--- config.mk ---
export PLATFORM = sky130hd
export DESIGN_NAME = io_pwr_seq
export DESIGN_NICKNAME = d
export VERILOG_FILES = /design/src/rtl/io_pwr_seq_pkg.sv /design/src/rtl/io_pwr_seq_sync.sv /design/src/rtl/io_pwr_seq.sv
export SDC_FILE = /design/constraint.sdc
export NUM_CORES = 1
export LEC_CHECK = 0
export CAP_MARGIN = 10
export CORE_MARGIN = 4
export CORE_UTILIZATION = 55
export CTS_CLUSTER_DIAMETER = 60
export DETAILED_ROUTE_END_ITERATION = 8
export PLACE_DENSITY = 0.81
export SETUP_SLACK_MARGIN = 0.4
export SLEW_MARGIN = 20
export SYNTH_ARGS = -nofsm -noshare
export SYNTH_HDL_FRONTEND = slang
export SYNTH_SLANG_ARGS = --single-unit
--- constraint.sdc ---
create_clock -name clk_i -period 6.8 [get_ports clk_i]
set_input_delay 1.36 -clock clk_i [delete_from_list [all_inputs] [get_ports clk_i]]
set_output_delay 1.36 -clock clk_i [all_outputs]
set_load 0.1 [all_outputs]
--- src/rtl/io_pwr_seq_pkg.sv ---
// Shared types and helpers for the IO pad-ring power sequencer.
//   io_pwr_state_e   : sequencer state encoding
//   SYNC_STAGES      : depth of the pg_i synchronizer
//   lowest_set_idx   : index of the least significant set bit (0 if none)
//   highest_set_idx  : index of the most significant set bit (0 if none)
package io_pwr_seq_pkg;

  typedef enum logic [2:0] {
    StIdle,
    StWaitPg,
    StSettle,
    StActive,
    StShutdown,
    StFault
  } io_pwr_state_e;

  localparam int unsigned SYNC_STAGES = 2;
  localparam int unsigned MAX_BANKS   = 16;

  function automatic logic [3:0] lowest_set_idx(input logic [MAX_BANKS-1:0] v);
    logic [3:0] idx;
    idx = '0;
    for (int i = MAX_BANKS - 1; i >= 0; i--) begin
      if (v[i]) idx = 4'(i);
    end
    return idx;
  endfunction

  function automatic logic [3:0] highest_set_idx(input logic [MAX_BANKS-1:0] v);
    logic [3:0] idx;
    idx = '0;
    for (int i = 0; i < MAX_BANKS; i++) begin
      if (v[i]) idx = 4'(i);
    end
    return idx;
  endfunction

endpackage

--- src/rtl/io_pwr_seq_sync.sv ---
// Multi-flop synchronizer for asynchronous level inputs.
//   clk_i  : destination clock
//   rst_ni : asynchronous active-low reset, all stages clear to 0
//   d_i    : asynchronous input bits
//   q_o    : synchronized bits, Stages cycles of latency
module io_pwr_seq_sync #(
  parameter int unsigned Width  = 1,
  parameter int unsigned Stages = 2
) (
  input  logic             clk_i,
  input  logic             rst_ni,
  input  logic [Width-1:0] d_i,
  output logic [Width-1:0] q_o
);

  logic [Stages-1:0][Width-1:0] sync_d, sync_q;

  always_comb begin
    sync_d = sync_q;
    sync_d[0] = d_i;
    for (int i = 1; i < Stages; i++) begin
      sync_d[i] = sync_q[i-1];
    end
  end

  always_ff @(posedge clk_i or negedge rst_ni) begin
    if (!rst_ni) begin
      sync_q <= '0;
    end else begin
      sync_q <= sync_d;
    end
  end

  assign q_o = sync_q[Stages-1];

endmodule

--- src/rtl/io_pwr_seq.sv ---
// Power-up / power-down sequencer for the 1.8 V IO pad ring.
// Brings pad banks up one at a time, each gated by its synchronized supply-good flag and
// followed by a programmable settle delay; releases pad_oe_o once all banks are up; unwinds
// in reverse order on stop_i; drops everything on supply loss of an enabled bank.
// Optional build macro IO_PWR_SEQ_TIMEOUT_EN adds a power-good wait timeout.
//   clk_i, rst_ni    : clock, asynchronous active-low reset
//   start_i          : begin power-up (honoured in idle only)
//   stop_i           : begin orderly power-down
//   clear_i          : leave the fault state
//   pg_i             : per-bank supply-good flags (asynchronous)
//   settle_cyc_i     : settle delay per bank (quasi-static)
//   bank_en_o        : per-bank enables
//   pad_oe_o         : global pad output enable
//   busy_o / done_o / fault_o : sequencing / all up / faulted
//   fault_bank_o     : lowest failing bank index
//   timeout_o        : fault was a power-good timeout
module io_pwr_seq
  import io_pwr_seq_pkg::*;
#(
  parameter int unsigned N_BANKS     = 4,
  parameter int unsigned CNT_W       = 8,
  parameter int unsigned TIMEOUT_CYC = 1024
) (
  input  logic                       clk_i,
  input  logic                       rst_ni,
  input  logic                       start_i,
  input  logic                       stop_i,
  input  logic                       clear_i,
  input  logic [N_BANKS-1:0]         pg_i,
  input  logic [CNT_W-1:0]           settle_cyc_i,
  output logic [N_BANKS-1:0]         bank_en_o,
  output logic                       pad_oe_o,
  output logic                       busy_o,
  output logic                       done_o,
  output logic                       fault_o,
  output logic [$clog2(N_BANKS)-1:0] fault_bank_o,
  output logic                       timeout_o
);

  localparam int unsigned IdxW = $clog2(N_BANKS);

  logic [N_BANKS-1:0] pg_s;

  io_pwr_seq_sync #(
    .Width (N_BANKS),
    .Stages(SYNC_STAGES)
  ) u_pg_sync (
    .clk_i (clk_i),
    .rst_ni(rst_ni),
    .d_i   (pg_i),
    .q_o   (pg_s)
  );

  io_pwr_state_e      state_d, state_q;
  logic [IdxW-1:0]    idx_d, idx_q;
  logic [CNT_W-1:0]   cnt_d, cnt_q;
  logic [N_BANKS-1:0] bank_en_d, bank_en_q;
  logic               pad_oe_d, pad_oe_q;
  logic               busy_d, busy_q;
  logic               done_d, done_q;
  logic               fault_d, fault_q;
  logic [IdxW-1:0]    fault_bank_d, fault_bank_q;

  logic [N_BANKS-1:0] lost;
  logic [IdxW-1:0]    hi_idx;
  logic               wait_expired;

`ifdef IO_PWR_SEQ_TIMEOUT_EN
  localparam int unsigned WaitW = $clog2(TIMEOUT_CYC + 1);
  logic [WaitW-1:0] wcnt_d, wcnt_q;
  logic             timeout_d, timeout_q;
`endif

  always_comb begin
    state_d      = state_q;
    idx_d        = idx_q;
    cnt_d        = cnt_q;
    bank_en_d    = bank_en_q;
    pad_oe_d     = pad_oe_q;
    fault_bank_d = fault_bank_q;
    lost         = bank_en_q & ~pg_s;
    hi_idx       = IdxW'(highest_set_idx(16'(bank_en_q)));
`ifdef IO_PWR_SEQ_TIMEOUT_EN
    wcnt_d       = wcnt_q;
    timeout_d    = timeout_q;
    // pg_s arriving on the last allowed cycle still counts as in time.
    wait_expired = ~pg_s[idx_q] && (wcnt_q == WaitW'(TIMEOUT_CYC - 1));
`else
    wait_expired = 1'b0;
`endif

    if ((state_q != StIdle) && (state_q != StFault) && (|lost)) begin
      // Supply loss on an enabled bank overrides everything else.
      state_d      = StFault;
      bank_en_d    = '0;
      pad_oe_d     = 1'b0;
      fault_bank_d = IdxW'(lowest_set_idx(16'(lost)));
`ifdef IO_PWR_SEQ_TIMEOUT_EN
      timeout_d    = 1'b0;
`endif
    end else begin
      unique case (state_q)
        StIdle: begin
          if (start_i) begin
            state_d = StWaitPg;
            idx_d   = '0;
`ifdef IO_PWR_SEQ_TIMEOUT_EN
            wcnt_d  = '0;
`endif
          end
        end
        StWaitPg: begin
          if (wait_expired) begin
            state_d      = StFault;
            bank_en_d    = '0;
            pad_oe_d     = 1'b0;
            fault_bank_d = idx_q;
`ifdef IO_PWR_SEQ_TIMEOUT_EN
            timeout_d    = 1'b1;
`endif
          end else if (stop_i) begin
            state_d  = StShutdown;
            pad_oe_d = 1'b0;
            cnt_d    = settle_cyc_i;
          end else if (pg_s[idx_q]) begin
            state_d = StSettle;
            cnt_d   = settle_cyc_i;
          end
`ifdef IO_PWR_SEQ_TIMEOUT_EN
          else begin
            wcnt_d = wcnt_q + WaitW'(1);
          end
`endif
        end
        StSettle: begin
          if (stop_i) begin
            // The bank currently settling is abandoned, never enabled.
            state_d  = StShutdown;
            pad_oe_d = 1'b0;
            cnt_d    = settle_cyc_i;
          end else if (cnt_q == '0) begin
            bank_en_d[idx_q] = 1'b1;
            if (idx_q == IdxW'(N_BANKS - 1)) begin
              state_d  = StActive;
              pad_oe_d = 1'b1;
            end else begin
              idx_d   = idx_q + IdxW'(1);
              state_d = StWaitPg;
`ifdef IO_PWR_SEQ_TIMEOUT_EN
              wcnt_d  = '0;
`endif
            end
          end else begin
            cnt_d = cnt_q - CNT_W'(1);
          end
        end
        StActive: begin
          if (stop_i) begin
            state_d  = StShutdown;
            pad_oe_d = 1'b0;
            cnt_d    = settle_cyc_i;
          end
        end
        StShutdown: begin
          if (bank_en_q == '0) begin
            state_d = StIdle;
          end else if (cnt_q == '0) begin
            // Highest enabled bank goes first, then the delay restarts.
            bank_en_d[hi_idx] = 1'b0;
            cnt_d             = settle_cyc_i;
          end else begin
            cnt_d = cnt_q - CNT_W'(1);
          end
        end
        StFault: begin
          if (clear_i) begin
            state_d      = StIdle;
            fault_bank_d = '0;
`ifdef IO_PWR_SEQ_TIMEOUT_EN
            timeout_d    = 1'b0;
`endif
          end
        end
        default: state_d = StIdle;
      endcase
    end

    busy_d  = (state_d == StWaitPg) || (state_d == StSettle) || (state_d == StShutdown);
    done_d  = (state_d == StActive);
    fault_d = (state_d == StFault);
  end

  always_ff @(posedge clk_i or negedge rst_ni) begin
    if (!rst_ni) begin
      state_q      <= StIdle;
      idx_q        <= '0;
      cnt_q        <= '0;
      bank_en_q    <= '0;
      pad_oe_q     <= 1'b0;
      busy_q       <= 1'b0;
      done_q       <= 1'b0;
      fault_q      <= 1'b0;
      fault_bank_q <= '0;
`ifdef IO_PWR_SEQ_TIMEOUT_EN
      wcnt_q       <= '0;
      timeout_q    <= 1'b0;
`endif
    end else begin
      state_q      <= state_d;
      idx_q        <= idx_d;
      cnt_q        <= cnt_d;
      bank_en_q    <= bank_en_d;
      pad_oe_q     <= pad_oe_d;
      busy_q       <= busy_d;
      done_q       <= done_d;
      fault_q      <= fault_d;
      fault_bank_q <= fault_bank_d;
`ifdef IO_PWR_SEQ_TIMEOUT_EN
      wcnt_q       <= wcnt_d;
      timeout_q    <= timeout_d;
`endif
    end
  end

  assign bank_en_o    = bank_en_q;
  assign pad_oe_o     = pad_oe_q;
  assign busy_o       = busy_q;
  assign done_o       = done_q;
  assign fault_o      = fault_q;
  assign fault_bank_o = fault_bank_q;

`ifdef IO_PWR_SEQ_TIMEOUT_EN
  assign timeout_o = timeout_q;
`else
  // No wait counter in this build; the limit is still referenced so both builds accept the
  // same parameter set.
  localparam bit TimeoutLimitSet = (TIMEOUT_CYC != 0);
  assign timeout_o = 1'b0 & TimeoutLimitSet;
`endif

endmodule

Yosys cells after proc, flatten, opt, wreduce, memory -nomap -nowiden
Index checks and enable logic that the tools add are counted.

storage, ports and cells
  bits in registers = 31
  input port bits = 17
  output and inout port bits = 11
  logic and storage cells = 125

cells by class
  add/sub/neg operators = 2
  magnitude comparators = 4
  eq/ne operators = 27
  muxes and demuxes = 52
  bitwise logic cells = 6
  reduce and logical (&&, ||, !) cells = 23

operators by type and width
  kind                                                                    count
  8-bit 2-to-1 mux                                                        7
  8-bit case mux with 4 select lines                                      1
  2-bit 2-to-1 mux                                                        14
  3-bit 2-to-1 mux                                                        9
  3-bit inequality test (second input constant)                           7
  4-bit 2-to-1 mux                                                        5
  3-bit case mux with 6 select lines                                      1
  3-bit by 2-bit equality test with 1-bit output (second input constant)  4
  3-bit equality test (second input constant)                             4
  2-bit inequality test (second input constant)                           6
  6-bit AND reduction                                                     2
  1-bit 2-to-1 mux                                                        9
  3-bit nonzero test                                                      3
  4-bit bitwise AND                                                       2
  8-bit logical NOT                                                       1
  4-bit inequality test (second input constant)                           2
  4-bit inverter                                                          2
  4-bit case mux with 2 select lines                                      1
  8-bit by 1-bit subtractor with 8-bit output (second input constant)     1
  3-bit by 1-bit equality test with 1-bit output (second input constant)  2
  2-bit by 3-bit < comparator with 1-bit output (second input constant)   2
  2-bit nonzero test                                                      3
  5-bit AND reduction                                                     1
  1-bit demux with 2-bit select                                           2
  other kinds (18)                                                        23

Longest topological paths before layout
  depth after elaboration = 13
  mapped depth = 9
  depth with buffers taken out = 7

Hierarchy
From an unflattened synthesis, not the netlist that was laid out.

second synthesis, totals
  cells, all modules = 178
  area, all modules = 1711.6 um2

by module, submodules not included
  module           times used  cells an instance  area each (um2)  seq. area each (um2)
  io_pwr_seq       1           170                1511.4           575.6
  io_pwr_seq_sync  1           8                  200.2            200.2

Least setup slack after synthesis
No wires, ideal clock.

  kind = input to register
  from = in stop_i
  to = reg bank_en_q[0] (netlist: bank_en_o[0])
  library setup time = 134 ps
  arrival = 2488 ps
  required time = 6666 ps
  path slack = 4177 ps
  stages = 5
  path buffers = 0
  cells stage by stage = or4b_2 > nand2_1 > nand2_1 > o41ai_1 > a21oi_1

on the way
  cells in the longest elaborated chain, start to end = 2

RTL lines
  item                             RTL line           text
  start: declaration               io_pwr_seq.sv:27   input logic stop_i,
  3-bit inequality test (no line)  n/a
  5-bit AND reduction (no line)    n/a
  end signal: assignment           io_pwr_seq.sv:212  bank_en_q <= bank_en_d;
  end: declaration                 io_pwr_seq.sv:57   logic [N_BANKS-1:0] bank_en_d, bank_en_q;

No other way between the ends.
A chain may end at the register's enable or synchronous reset.

Final worst setup path
  from = reg bank_en_q[3] (netlist: bank_en_o[3])
  to = out bank_en_o[3]

RTL lines
  item              RTL line          text
  end: declaration  io_pwr_seq.sv:31  output logic [N_BANKS-1:0] bank_en_o,

No word-level cell between the ends.

==> summary.txt <==
Outcome
  – Outcome: complete, no violations

Yosys
  – Post-synth EDFFs: 0
  – Ys flop type: dfrtp_1
  – Post-Syn Nets: 206
  – Mapped cell area: 0.00179 mm2
  – Fraction of registers with async set or reset after synthesis: 100%
  – #FFs+latches synth: 31
  – Yosys warnings: 0
  – Seq/Total Area, Yosys: 43.4%
  – Cells after Synth: 184
  – Syn Area/Cell: 9.72 um2
  – Post-synth cell types: 58

GRT
  – Largest net degree at the start of global routing: 32
  – First-pass GRT wire length: 6.80 mm
  – Number of global-route vias before repair: 1531
  – Grt ovf: 0
  – GRT Resource Usage Total: 21.0%
  – Initial antenna violation count: 0

Critical path
  – Setup crit start kind: flop
  – Largest stage delay on the critical path: 1.18 ns
  – Critical Path Sink Type: output pin
  – Critical path buffer and inverter count: 1
  – Highest-delay cell along the critical path: clkdlybuf4s50_1
  – Family with the most delay on the worst path: buffers and inverters
  – Critical-path cell list: clkdlybuf4s50_1
  – Worst-path fanout max: 7
  – Setup CP Type: flop to output pin
  – CP arrival: 1.98 ns
  – Worst EP required: 5.44 ns

Clock tree
  – TritonCTS clock tree: done
  – Clk root buf: clkbuf_4
  – Clock sink count: 31
  – CTS H-tree depth: 2
  – Post-CTS setup buffers: 0
  – Hold Buf Count CTS: 0
  – Clk slew on worst S/H paths: 0.10 ns
  – Cts repair resizes: 0
  – Worst skew pair latency: 0.34 ns
  – Longest Clk Path Bufs: 2
  – CTS Buf Count: 5

STA
  – Period Utilization, post-route: 49.1%
  – Setup Viol. Count Final: 0
  – Clock Skew: 0.00826 ns
  – Fmax: 0.299 GHz
  – Sum Neg Setup Slack: 0 ns
  – Fin crit period: 3.34 ns
  – Slew HR: 32.9%
  – Max-slew violations: 0
  – RSZ-0062 raised after global routing: false
  – Final setup margin: 3.46 ns
  – Final hold vios: 0
  – Worst Tran Pin Value: 1.00 ns

Final layout
  – Commonest non-fill, non-tap cell in the layout: dfrtp_1
  – Ant. Diodes: 0
  – Area Growth Syn to Fin: 19.0%
  – Layout cells sized above 1: 13.3%
  – Commonest non-fill, non-tap cells in the layout: 31 x dfrtp_1, 26 x clkdlybuf4s50_1, 19 x o21ai_0
  – Nets: 232

Job
  – Maxcap violations: 0

Power and ir drop
  – Tot Pwr: 808 uW
  – Power density over cell area: 379 mW/mm2
  – Maximum VDD drop: 0.000226 V
  – Leak Pwr: 0.883 nW

Routing
  – Final WL: 3.97 mm
  – DR vias: 1500
  – DRC: 0
  – Post-detailed-route count of antenna-violating nets: 0
  – Vias per cell: 5.88
  – Initial detailed-routing violation count: 117
  – WL per Instance: 15.6 um
  – DRT Pass-1 Iters: 4

Floorplanning
  – Die Area: 0.00423 mm2
  – Rows: 20
  – Initial core utilization: 58.1%
  – Chip height: 65.0 um
  – Chip width: 65.0 um
  – Core box area: 0.00308 mm2
  – I/O pin cnt: 28

Placement
  – Pre-CTS WS: 3.30 ns
  – GP Congestion: 0.883
  – HPWL Detailed: 2.93 mm
  – PortBufs: 26

Min path
  – Worst hold path type: flop to flop
## area by class of cell
cell class | instances | area, um2
fillers | 262 | 950
multi-input cells | 138 | 931
flip-flops and latches | 31 | 776
repair buffers | 27 | 268
clock buffers | 7 | 65.1
well taps | 44 | 55.1
inverters | 7 | 26.3
clock inverters | 1 | 7.51
## per-stage QoR
step,utilization [%],cell area (um2),std cells,hold WS [ns]
finish,69.1,2130,255,0.355
global route,69.1,2130,255,0.369
CTS,69.1,2130,255,0.358
detailed placement,66.8,2060,247,0.335
global placement,66.8,2060,247,0.332
floorplan,-,1790,184,0.331
## metal layers
layer / up-vias / wire, um / global-route usage, %
met3: 15 / 245 / 5.55
met1: 711 / 1680 / 24.5
li1: 722 / - / -
met4: 0 / 134 / 13.2
met5: - / 0 / 0
met2: 52 / 1910 / 34.2
## path summary, 6_finish.rpt
kind / startpoint / end / slack [ns] / depth (start not counted)
worst max-delay path: bank_en_o[3] / bank_en_o[3] / 3.46 / 1
worst min-delay path: u_pg_sync.sync_d[4] / u_pg_sync.q_o[0] / 0.36 / 0
worst max register to register: cnt_q[0] / cnt_q[3] / 4.05 / 6
worst min register to register: u_pg_sync.sync_d[4] / u_pg_sync.q_o[0] / 0.36 / 0
max in group asynchronous: rst_ni / u_pg_sync.sync_d[5] / 5.10 / 2
min in group asynchronous: rst_ni / state_q[2] / 1.41 / 2
## state kept, by name (all words and copies together), names as in the netlist
register / flops
cnt_q: 8
bank_en_o: 4
u_pg_sync.q_o: 4
u_pg_sync.sync_d: 4
state_q: 3
fault_bank_o: 2
idx_q: 2
busy_o: 1
done_o: 1
fault_o: 1
pad_oe_o: 1
## report_power, final
| part | internal, mW | switching, mW |
|---|---|---|
| Combinational | 0.141 | 0.244 |
| Sequential | 0.227 | 0.0677 |
| Clock | 0.0604 | 0.0667 |
| Total | 0.429 | 0.379 |
## synthesized netlist by cell type (2+ instances only)
library cell	number	area [um2]
or2_2	2	12.5
buf_2	2	10.0
mux2_2	3	33.8
nand4bb_1	2	22.5
ha_1	5	62.6
nand2_1	15	56.3
a21oi_1	9	45.0
o21ai_0	19	95.1
buf_4	2	15.0
nor4_1	2	12.5
nand3_1	3	15.0
nor2_1	15	56.3
nand2b_1	2	12.5
a21o_1	2	15.0
or2b_2	4	35.0
a31oi_1	2	12.5
or3_1	2	12.5
dfrtp_1	31	776
nor3_1	10	50.1
nor2b_1	3	18.8
o31ai_1	3	22.5
nor3b_1	3	22.5
inv_1	7	26.3
buf_6	2	22.5
## kinds of logic after synthesis
logic type	count (synthesis)	share of synthesized area [%]
mux	4	3.15
fa+ha+maj	5	3.50
buf+inv	15	4.55
other cells	1	0.210
simple gates	76	25.1
flops	31	43.4
compound gates	52	20.1
No activity file was read; power rests on OpenSTA's default activity.
